[src/rtl/mem_fifo_unpacker.sv]
// mem_fifo_unpacker
// Read-side stage behind a non-FWFT memory-interface FIFO. Pops one wide word at a time
// and serialises it into NUM_CHUNKS narrow chunks on a valid/ready stream.
//
// Build option: define UNPACK_MSB_FIRST_EN to emit the most significant chunk first;
// otherwise the least significant chunk is emitted first.
//
// Ports:
//   clk         clock, all state on rising edge
//   reset       asynchronous, active-high reset
//   fifo_empty  FIFO empty flag
//   fifo_data   FIFO read data, valid the cycle after fifo_pop
//   fifo_pop    FIFO pop request (combinational)
//   out_data    current chunk
//   out_valid   out_data valid
//   out_ready   downstream accepts chunk when out_valid && out_ready
//   out_last    high with the final chunk of a word
//   words_done  count of fully emitted words, wraps
module mem_fifo_unpacker #(
  parameter int unsigned DATA_WIDTH = 64,
  parameter int unsigned OUT_WIDTH  = 16,
  parameter int unsigned CNT_WIDTH  = 16
) (
  input  logic                  clk,
  input  logic                  reset,
  input  logic                  fifo_empty,
  input  logic [DATA_WIDTH-1:0] fifo_data,
  output logic                  fifo_pop,
  output logic [OUT_WIDTH-1:0]  out_data,
  output logic                  out_valid,
  input  logic                  out_ready,
  output logic                  out_last,
  output logic [CNT_WIDTH-1:0]  words_done
);

  // DATA_WIDTH must be an integer multiple of OUT_WIDTH with at least two chunks.
  localparam int unsigned NUM_CHUNKS = DATA_WIDTH / OUT_WIDTH;
  localparam int unsigned IDX_WIDTH  = $clog2(NUM_CHUNKS);
  localparam logic [IDX_WIDTH-1:0] LAST_IDX = IDX_WIDTH'(NUM_CHUNKS - 1);

  typedef enum logic [1:0] {
    StIdle,
    StWait,
    StEmit
  } state_e;

  state_e                  state_q, state_d;
  logic [IDX_WIDTH-1:0]    idx_q, idx_d;
  logic [DATA_WIDTH-1:0]   shift_q, shift_d;
  logic [CNT_WIDTH-1:0]    words_done_q, words_done_d;

  // The current chunk always sits at the output end of the shift register, so the
  // output mux is a fixed slice and each accept just shifts the next chunk into place.
`ifdef UNPACK_MSB_FIRST_EN
  assign out_data = shift_q[DATA_WIDTH-1 -: OUT_WIDTH];
`else
  assign out_data = shift_q[OUT_WIDTH-1:0];
`endif

  assign out_valid  = (state_q == StEmit);
  assign out_last   = out_valid && (idx_q == LAST_IDX);
  assign words_done = words_done_q;

  always_comb begin
    state_d      = state_q;
    idx_d        = idx_q;
    shift_d      = shift_q;
    words_done_d = words_done_q;
    fifo_pop     = 1'b0;

    case (state_q)
      StIdle: begin
        if (!fifo_empty) begin
          fifo_pop = 1'b1;
          state_d  = StWait;
        end
      end
      // Non-FWFT FIFO: the popped word is on fifo_data in this cycle.
      StWait: begin
        shift_d = fifo_data;
        idx_d   = '0;
        state_d = StEmit;
      end
      StEmit: begin
        if (out_ready) begin
          if (out_last) begin
            words_done_d = words_done_q + CNT_WIDTH'(1);
            // Pop the next word in the last-accept cycle to keep the gap to one bubble.
            if (!fifo_empty) begin
              fifo_pop = 1'b1;
              state_d  = StWait;
            end else begin
              state_d = StIdle;
            end
          end else begin
            idx_d = idx_q + IDX_WIDTH'(1);
`ifdef UNPACK_MSB_FIRST_EN
            shift_d = shift_q << OUT_WIDTH;
`else
            shift_d = shift_q >> OUT_WIDTH;
`endif
          end
        end
      end
      default: state_d = StIdle;
    endcase

    // State is already cleared during reset, but the pop must not leak combinationally.
    if (reset) begin
      fifo_pop = 1'b0;
    end
  end

  always_ff @(posedge clk or posedge reset) begin
    if (reset) begin
      state_q      <= StIdle;
      idx_q        <= '0;
      shift_q      <= '0;
      words_done_q <= '0;
    end else begin
      state_q      <= state_d;
      idx_q        <= idx_d;
      shift_q      <= shift_d;
      words_done_q <= words_done_d;
    end
  end

endmodule

[config.mk]
export PLATFORM = sky130hd
export DESIGN_NAME = mem_fifo_unpacker
export DESIGN_NICKNAME = d
export VERILOG_FILES = /design/src/rtl/mem_fifo_unpacker.sv
export SDC_FILE = /design/constraint.sdc
export NUM_CORES = 1
export LEC_CHECK = 0
export BUFFER_PORTS_ARGS = -buffer_cell sky130_fd_sc_hd__buf_2
export CAP_MARGIN = 20
export CORE_ASPECT_RATIO = 2
export CORE_MARGIN = 4
export CORE_UTILIZATION = 50
export DETAILED_ROUTE_END_ITERATION = 12
export PLACE_DENSITY_LB_ADDON = 0.2
export SETUP_SLACK_MARGIN = 0.4
export SKIP_LAST_GASP = 1
export SLEW_MARGIN = 20
export SYNTH_ARGS = -nofsm -noshare
export SYNTH_HDL_FRONTEND = slang
export SYNTH_SLANG_ARGS = --single-unit
[constraint.sdc]
create_clock -name clk -period 3.6 [get_ports clk]
set_input_delay 0.36 -clock clk [delete_from_list [all_inputs] [get_ports clk]]
set_output_delay 0.36 -clock clk [all_outputs]
set_load 0.05 [all_outputs]
==> metrics.yaml, run 1 <==
cts.hold.buffers_added: 0
list_of_cells_traversed_by_the_critical_path: "ha_1, nand2_1, a211oi_1, and2_1, buf_2"
post_cts.repair.setup_buffers: 0
layout-drive-gt1-share_pct: 29.0
synth_area_um2: 3850
netSwitchingFraction_pct: 39.1
hold_ws_ns: 0.218
synth_sequential_area_ratio_pct: 54.6
insertion_delay_ns: 0.33
report.final.slew_viol_count: 0
grt_use_total_pct: 17.5
placement.io_buffers: 102
detailedPlacementHpwl_um: 5570
route.final.wire_length_um: 7600
static-leakage-power_nw: 2.35
floorplan.die.width_um: 70.0
timing.critical_path.slowest_cell_delay_ns: 0.42
placeableCoreArea_um2: 7540
cell_depth_of_the_worst_flop_to_flop_path: 5
floorplan.die.height_um: 132
avg_inst_size_synth_um2: 11.1
synth_cells: 347
placement_rows: 45
firstDrtPassIters: 4
routed-via-count: 2628
vdd.ir_drop.worst_mv: 0.465
critPathLaunchType: "flop"
detail-route-antenna-nets: 0
async_flop_share_pct: 100
postSynthNetCount: 417
tritoncts: "built"
warning_count_from_the_yosys_run: 0
worst-slew-pin-transition_ns: 0.757
area.sequential_um2: 2100
criticalPathCategory: "reg -> out"
critPathRequiredTime_ns: 3.24
overflow: 0
p_int_mw: 2.39
post_cts_resize_count: 0
nFillCells: 673
critPathCaptureType: "output pin"
cts.sink_count: 84
netlist_top_cells_count: "sky130_fd_sc_hd__dfrtp_1, sky130_fd_sc_hd__nand2_1, sky130_fd_sc_hd__mux2i_1, sky130_fd_sc_hd__o21ai_1, sky130_fd_sc_hd__buf_4"
cell_at_the_slowest_stage_of_the_critical_path: "sky130_fd_sc_hd__dfrtp_1"
drv.max_cap_violation_count: 0
cp.arrival_ns: 1.91
grt_antenna_before_repair: 0
antennaDiodeCount: 0
clock-root-buffer: "sky130_fd_sc_hd__clkbuf_16"
power.switching_mw: 1.53
die_area_um2: 9250
timing.critical_path.fanout_max: 5
vias_per_cell: 5.01
hold_crit_path_type: "in -> reg"
combinationalPowerShare_pct: 39.9
setup-tns-final_ns: 0
setup-violations-final: 0
period_minus_slack_ns: 2.27
synth.area.top_cells: "sky130_fd_sc_hd__dfrtp_1, sky130_fd_sc_hd__mux2i_1, sky130_fd_sc_hd__o21ai_1, sky130_fd_sc_hd__nand2_1, sky130_fd_sc_hd__buf_4"
synth_enable_flop_cells: 0
synth_cell_types: 34
maxSlewHeadroom_pct: 49.5
cts.reportedPaths.clkPinSlew_ns: 0.06
remaining_drc_errors: 0
maximum_frequency_from_static_timing_analysis_mhz: 441
cts_made_buffers: 9
rsz0062_at_grt: "no"
detail_route.wl_per_cell_um: 14.5
power.density_nw_per_um2: 861
grt_max_degree: 99
period_share_pct: 63.0
clock-skew-final_ns: 0.00468
share_clk_of_total_power_pct: 21.7
postSynth.topFlopCell: "sky130_fd_sc_hd__dfrtp_1"
synth.largest_area_cell: "sky130_fd_sc_hd__dfrtp_1"
yosysMostFrequentCell: "sky130_fd_sc_hd__dfrtp_1"
synth_to_layout_area_growth_pct: 18.4
grt_pass1_wl_um: 13000
place.gp.congestion: 0.762
first_global_vias: 2677
final-hold-violation-count: 0
multi_input_comb_area_um2: 1480
postSynthRegisterBits: 84
h-tree-depth: 3
floorplan.initialDensity_pct: 51.0
worst_hold_stages: 2
outcome: "finished clean"
seq_power_share_pct: 38.4
nets: 496
ioPinCount: 103
drt-initial-drc-count: 91
synth_top_cell_area_share_pct: 54.6
cts_buffer_depth: 2
-- cells by family after synthesis --
group           count (synthesis)  share of synthesized area [%]
compound gates                 71                           11.2
simple gates                   84                           10.3
fa+ha+maj                       2                          0.650
flops                          84                           54.6
mux                            49                           12.8
buf+inv                        42                           7.06
xor+xnor                       15                           3.41
-- cell usage in the layout, fill, tap and decap left out, types with 2 or more instances in the layout --
| cell type | Yosys | layout |
|---|---|---|
| sky130_fd_sc_hd__clkbuf_8 | 0 | 3 |
| sky130_fd_sc_hd__xor2_1 | 3 | 3 |
| sky130_fd_sc_hd__clkbuf_16 | 0 | 9 |
| sky130_fd_sc_hd__clkinv_2 | 0 | 2 |
| sky130_fd_sc_hd__nor2_1 | 2 | 2 |
| sky130_fd_sc_hd__clkbuf_1 | 2 | 3 |
| sky130_fd_sc_hd__a22o_1 | 18 | 18 |
| sky130_fd_sc_hd__buf_2 | 7 | 102 |
| sky130_fd_sc_hd__and2_1 | 2 | 2 |
| sky130_fd_sc_hd__buf_4 | 26 | 2 |
| sky130_fd_sc_hd__xnor2_1 | 12 | 12 |
| sky130_fd_sc_hd__inv_1 | 3 | 2 |
| sky130_fd_sc_hd__ha_1 | 2 | 2 |
| sky130_fd_sc_hd__nand4_1 | 4 | 4 |
| sky130_fd_sc_hd__nand2_1 | 61 | 61 |
| sky130_fd_sc_hd__mux2i_1 | 48 | 48 |
| sky130_fd_sc_hd__o21ai_1 | 48 | 48 |
| sky130_fd_sc_hd__and3_1 | 2 | 2 |
| sky130_fd_sc_hd__nor2b_1 | 2 | 2 |
| sky130_fd_sc_hd__nand3_1 | 4 | 4 |
| sky130_fd_sc_hd__dfrtp_1 | 84 | 84 |
-- registers in the layout, indices dropped and copies added (netlist names) --
name,cells
shift_q,64
words_done,16
idx_q,2
state_q,2
-- worst max-delay path, delay by kind of cell, from the launching register on --
| family | cells | cell delay [ns] |
|---|---|---|
| DFF | 1 | 0.42 |
| AOI/OAI and AO/OA | 1 | 0.33 |
| and+or+nand+nor | 2 | 0.33 |
| buffers and inverters | 1 | 0.26 |
| adders and majority gates | 1 | 0.25 |
-- metrics by stage --
stage,cells,area (um^2),utilization (%),worst slack [ns],total power [mW]
after floorplan,347,3850,-,0.507,2.94
after CTS,525,4550,60.3,1.29,3.97
after global routing,525,4550,60.4,1.17,4.20
after detailed placement,509,4270,56.6,1.63,3.11
final,525,4550,60.4,1.33,3.92
after global placement,509,4270,56.6,1.68,3.06
-- path summary, 6_finish.rpt --
kind | start | end | slack (ns)
max in group asynchronous | reset | words_done[15]$_DFFE_PP0P_ | 2.82
setup reg to reg | state_q[0]$_DFFE_PP0P_ | shift_q[36]$_DFFE_PP0P_ | 1.64
hold reg to reg | shift_q[5]$_DFFE_PP0P_ | shift_q[5]$_DFFE_PP0P_ | 0.48
hold / removal | fifo_empty | state_q[0]$_DFFE_PP0P_ | 0.22
min in group asynchronous | reset | shift_q[10]$_DFFE_PP0P_ | 0.24
setup / recovery | idx_q[0]$_DFFE_PP0P_ | fifo_pop | 1.33
-- power groups by stage --
| stage | logic [mW] | clock network (mW) | registers [mW] |
|---|---|---|---|
| floorplan | 1.47 | 0 | 1.47 |
| global placement | 1.55 | 0 | 1.50 |
| detailed placement | 1.59 | 0 | 1.52 |
| CTS | 1.59 | 0.877 | 1.50 |
| global route | 1.73 | 0.921 | 1.55 |
| finish | 1.56 | 0.851 | 1.50 |
-- layer usage --
metal,share of wire [%],GRT usage (%),up-vias
met5,0,0,-
met4,1.9,6.93,0
met3,5.4,4.43,12
met2,50,27.2,71
met1,43,23.6,1208
li1,-,-,1337
-- layout make-up --
type	instances	area share (%)
timing repair buffer	106	12.2
clock inverter	1	0.110
tap	94	2.58
clock buffer	15	6.10
multi-input combinational	221	32.5
sequential	84	46.2
inverter	4	0.357
(Power assumes the default switching activity.)
==> run 2, diff against run 1 <==
==> constraint.sdc (replaced) <==
create_clock -name clk -period 2.35 [get_ports clk]
set_input_delay 0.235 -clock clk [delete_from_list [all_inputs] [get_ports clk]]
set_output_delay 0.235 -clock clk [all_outputs]
set_load 0.05 [all_outputs]
==> run 2 against run 1 <==
Net effect:
- sequential share of layout area fell by 1.5 points
- power grew 61%
- clock skew increased by 0.0015 ns
- sequential power grew 54%
- routed wire length is 4.1% higher
- register-to-register slack got worse by 1.0 ns
- core utilization up 2.0 points
- first-iteration DRC count grew 6.6%
- setup slack worse by 0.86 ns
- die area is the same
- clock-buffer cell count stayed put
- non-clock buffer count grew 12
==> metrics.yaml, run 2 (synthesis gave the netlist of run 1 again) <==
outcome: "finished clean"  # unchanged
power.density_nw_per_um2: 1340  # was 861 nW/um^2
static-leakage-power_nw: 2.42  # was 2.35 nW
list_of_cells_traversed_by_the_critical_path: "ha_2, nand2_2, a211oi_2, and2_4, buf_4"  # was ha_1, nand2_1, a211oi_1, and2_1, buf_2
grt_use_total_pct: 18.0  # was 17.5%
remaining_drc_errors: 0  # unchanged
die_area_um2: 9250  # unchanged
grt_pass1_wl_um: 13300  # was 13000 um
worst_r2r_endpoint: "words_done[5]$_DFFE_PP0P_"  # was shift_q[36]$_DFFE_PP0P_
timing.rr.start: "state_q[0]$_DFFE_PP0P_"  # unchanged
critPathLaunchType: "flop"  # unchanged
place.gp.congestion: 0.798  # was 0.762
floorplan.die.width_um: 70.0  # unchanged
layout_common_cells: "sky130_fd_sc_hd__buf_2, sky130_fd_sc_hd__dfrtp_1, sky130_fd_sc_hd__nand2_1"  # unchanged
grt_antenna_before_repair: 0  # unchanged
first_global_vias: 2791  # was 2677
floorplan.initialDensity_pct: 51.0  # unchanged
drv.max_cap_violation_count: 0  # unchanged
report.final.slew_viol_count: 0  # unchanged
synth_to_layout_area_growth_pct: 22.2  # was 18.4%
antennaDiodeCount: 0  # unchanged
overflow: 0  # unchanged
seq_power_share_pct: 36.6  # was 38.4%
netSwitchingFraction_pct: 38.3  # was 39.1%
worst-r2r-setup-slack_ns: 0.60  # was 1.64 ns
timing.critical_path.fanout_max: 5  # unchanged
insertion_delay_ns: 0.33  # about the same
maximum_frequency_from_static_timing_analysis_mhz: 531
maxSlewHeadroom_pct: 46.2  # was 49.5%
mostFrequentLayoutCell: "sky130_fd_sc_hd__buf_2"  # unchanged
detailedPlacementHpwl_um: 5960  # was 5570 um
layout-drive-gt1-share_pct: 31.4  # was 29.0%
floorplan.die.height_um: 132  # unchanged
nets: 508  # was 496
tritoncts: "built"  # unchanged
route.final.wire_length_um: 7920  # was 7600 um
setup-violations-final: 0  # unchanged
power.switching_mw: 2.42  # was 1.53 mW
timing.critical_path.slowest_cell_delay_ns: 0.40  # was 0.42 ns
period_share_pct: 80.2
grt_max_degree: 41  # was 99
vias_per_cell: 5.12  # was 5.01
detail-route-antenna-nets: 0  # unchanged
clock-skew-final_ns: 0.00613  # was 0.00468 ns
nFillCells: 633  # was 673
cts.reportedPaths.clkPinSlew_ns: 0.06  # about the same
routed-via-count: 2752  # was 2628
p_int_mw: 3.90  # was 2.39 mW
cp.arrival_ns: 1.65  # was 1.91 ns
placement_rows: 45  # unchanged
critPathLaunch: "idx_q[0]$_DFFE_PP0P_"  # unchanged
rsz0062_at_grt: "yes"  # was no
detailed_place.area_um2: 4340  # was 4270 um^2
drt-initial-drc-count: 97  # was 91
cts_made_buffers: 9  # unchanged
placeableCoreArea_um2: 7540  # unchanged
criticalPathCategory: "reg -> out"  # unchanged
ioPinCount: 103  # unchanged
critPathCaptureType: "output pin"  # unchanged
combinationalPowerShare_pct: 41.2  # was 39.9%
clock-root-buffer: "sky130_fd_sc_hd__clkbuf_16"  # unchanged
cts.sink_count: 84  # unchanged
setup-tns-final_ns: 0  # unchanged
share_clk_of_total_power_pct: 22.2  # was 21.7%
cts_buffer_depth: 2  # unchanged
detail_route.wl_per_cell_um: 14.7  # was 14.5 um
firstDrtPassIters: 4  # unchanged
cell_depth_of_the_worst_flop_to_flop_path: 5  # unchanged
h-tree-depth: 3  # unchanged
postLayoutSetupSlackWorst_ns: 0.466  # was 1.33 ns
vdd.ir_drop.worst_mv: 1.08  # was 0.465 mV
period_minus_slack_ns: 1.88
cell_at_the_slowest_stage_of_the_critical_path: "sky130_fd_sc_hd__dfrtp_1"  # unchanged
critPathRequiredTime_ns: 2.12  # was 3.24 ns
worst-slew-pin-transition_ns: 0.805  # was 0.757 ns
stdcell_area_um2: 4700  # was 4550 um^2
hold_crit_path_type: "in -> reg"  # unchanged
placement.io_buffers: 102  # unchanged
preCtsSetupSlack_ns: 0.482  # was 1.63 ns
largest_register_ffs: 64  # unchanged
hold_ws_ns: 0.0946  # was 0.218 ns
final-hold-violation-count: 0  # unchanged
regMostFlops: "shift_q"  # unchanged
setup.worst_path.end: "fifo_pop"  # unchanged
## run 2: per-layer routing
| metal | wire [um] | up-vias | share of wire (%) | global-route usage, % |
|---|---|---|---|---|
| li1 | - | 1361 | - | - |
| met1 | 3270 | 1300 | 41 | 22.0 |
| met2 | 4120 | 80 | 52 | 30.6 |
| met3 | 370 | 11 | 4.7 | 3.44 |
| met4 | 156 | 0 | 2.0 | 8.00 |
| met5 | 0 | - | 0 | 0 |
## run 2: how the worst min path moves through the flow
stage               start                      end  slack (ns)  cells past startpoint
4_1_cts        fifo_empty   state_q[0]$_DFFE_PP0P_        0.08                      2
2_1_floorplan  fifo_empty   state_q[0]$_DFFE_PP0P_        0.32                      1
3_5_place_dp        reset  shift_q[37]$_DFFE_PP0P_        0.29                      2
6_report       fifo_empty   state_q[0]$_DFFE_PP0P_        0.09                      2
3_3_place_gp        reset  shift_q[35]$_DFFE_PP0P_        0.30                      2
5_1_grt        fifo_empty   state_q[0]$_DFFE_PP0P_        0.09                      2
## run 2: stage by stage
stage / cells / util [%] / total power, mW
after floorplan: 347 / - / 4.51
after global placement: 515 / 57.6 / 4.81
after detailed placement: 515 / 57.6 / 4.89
after CTS: 534 / 62.0 / 6.34
after global routing: 537 / 62.3 / 6.73
final: 537 / 62.3 / 6.32
## run 2: power by group through the flow
stage,logic [mW],registers (mW),clock network [mW]
2_1_floorplan,2.26,2.25,0
3_3_place_gp,2.50,2.31,0
3_5_place_dp,2.55,2.34,0
4_1_cts,2.60,2.32,1.43
5_1_grt,2.84,2.39,1.49
6_report,2.61,2.31,1.40
## run 2: layout make-up
cell class / instances / area (um^2) / area share [%]
Sequential cell: 84 / 2100 / 44.7
Inverter: 4 / 21.3 / 0.452
Timing Repair Buffer: 118 / 673 / 14.3
Tap cell: 94 / 118 / 2.50
Clock inverter: 1 / 30.0 / 0.638
Multi-Input combinational cell: 221 / 1490 / 31.7
Clock buffer: 15 / 268 / 5.69
## run 2: timing repair
action / in CTS / in global routing
hold buffers: 1 / 0
gates resized for setup: 3 / 2
setup buffers: 2 / 3
setup endpoints to repair: 3 / 18
pin swaps: 0 / 2
endpoints found under the hold margin: 18 / 0
## run 2: worst max-delay path, delay by kind of cell (launching register included)
kind                       cells  cell delay (ns)
buffers and inverters          1             0.19
AOI/OAI and AO/OA              1             0.23
adders and majority gates      1             0.23
and+or+nand+nor                2             0.28
DFF                            1             0.40
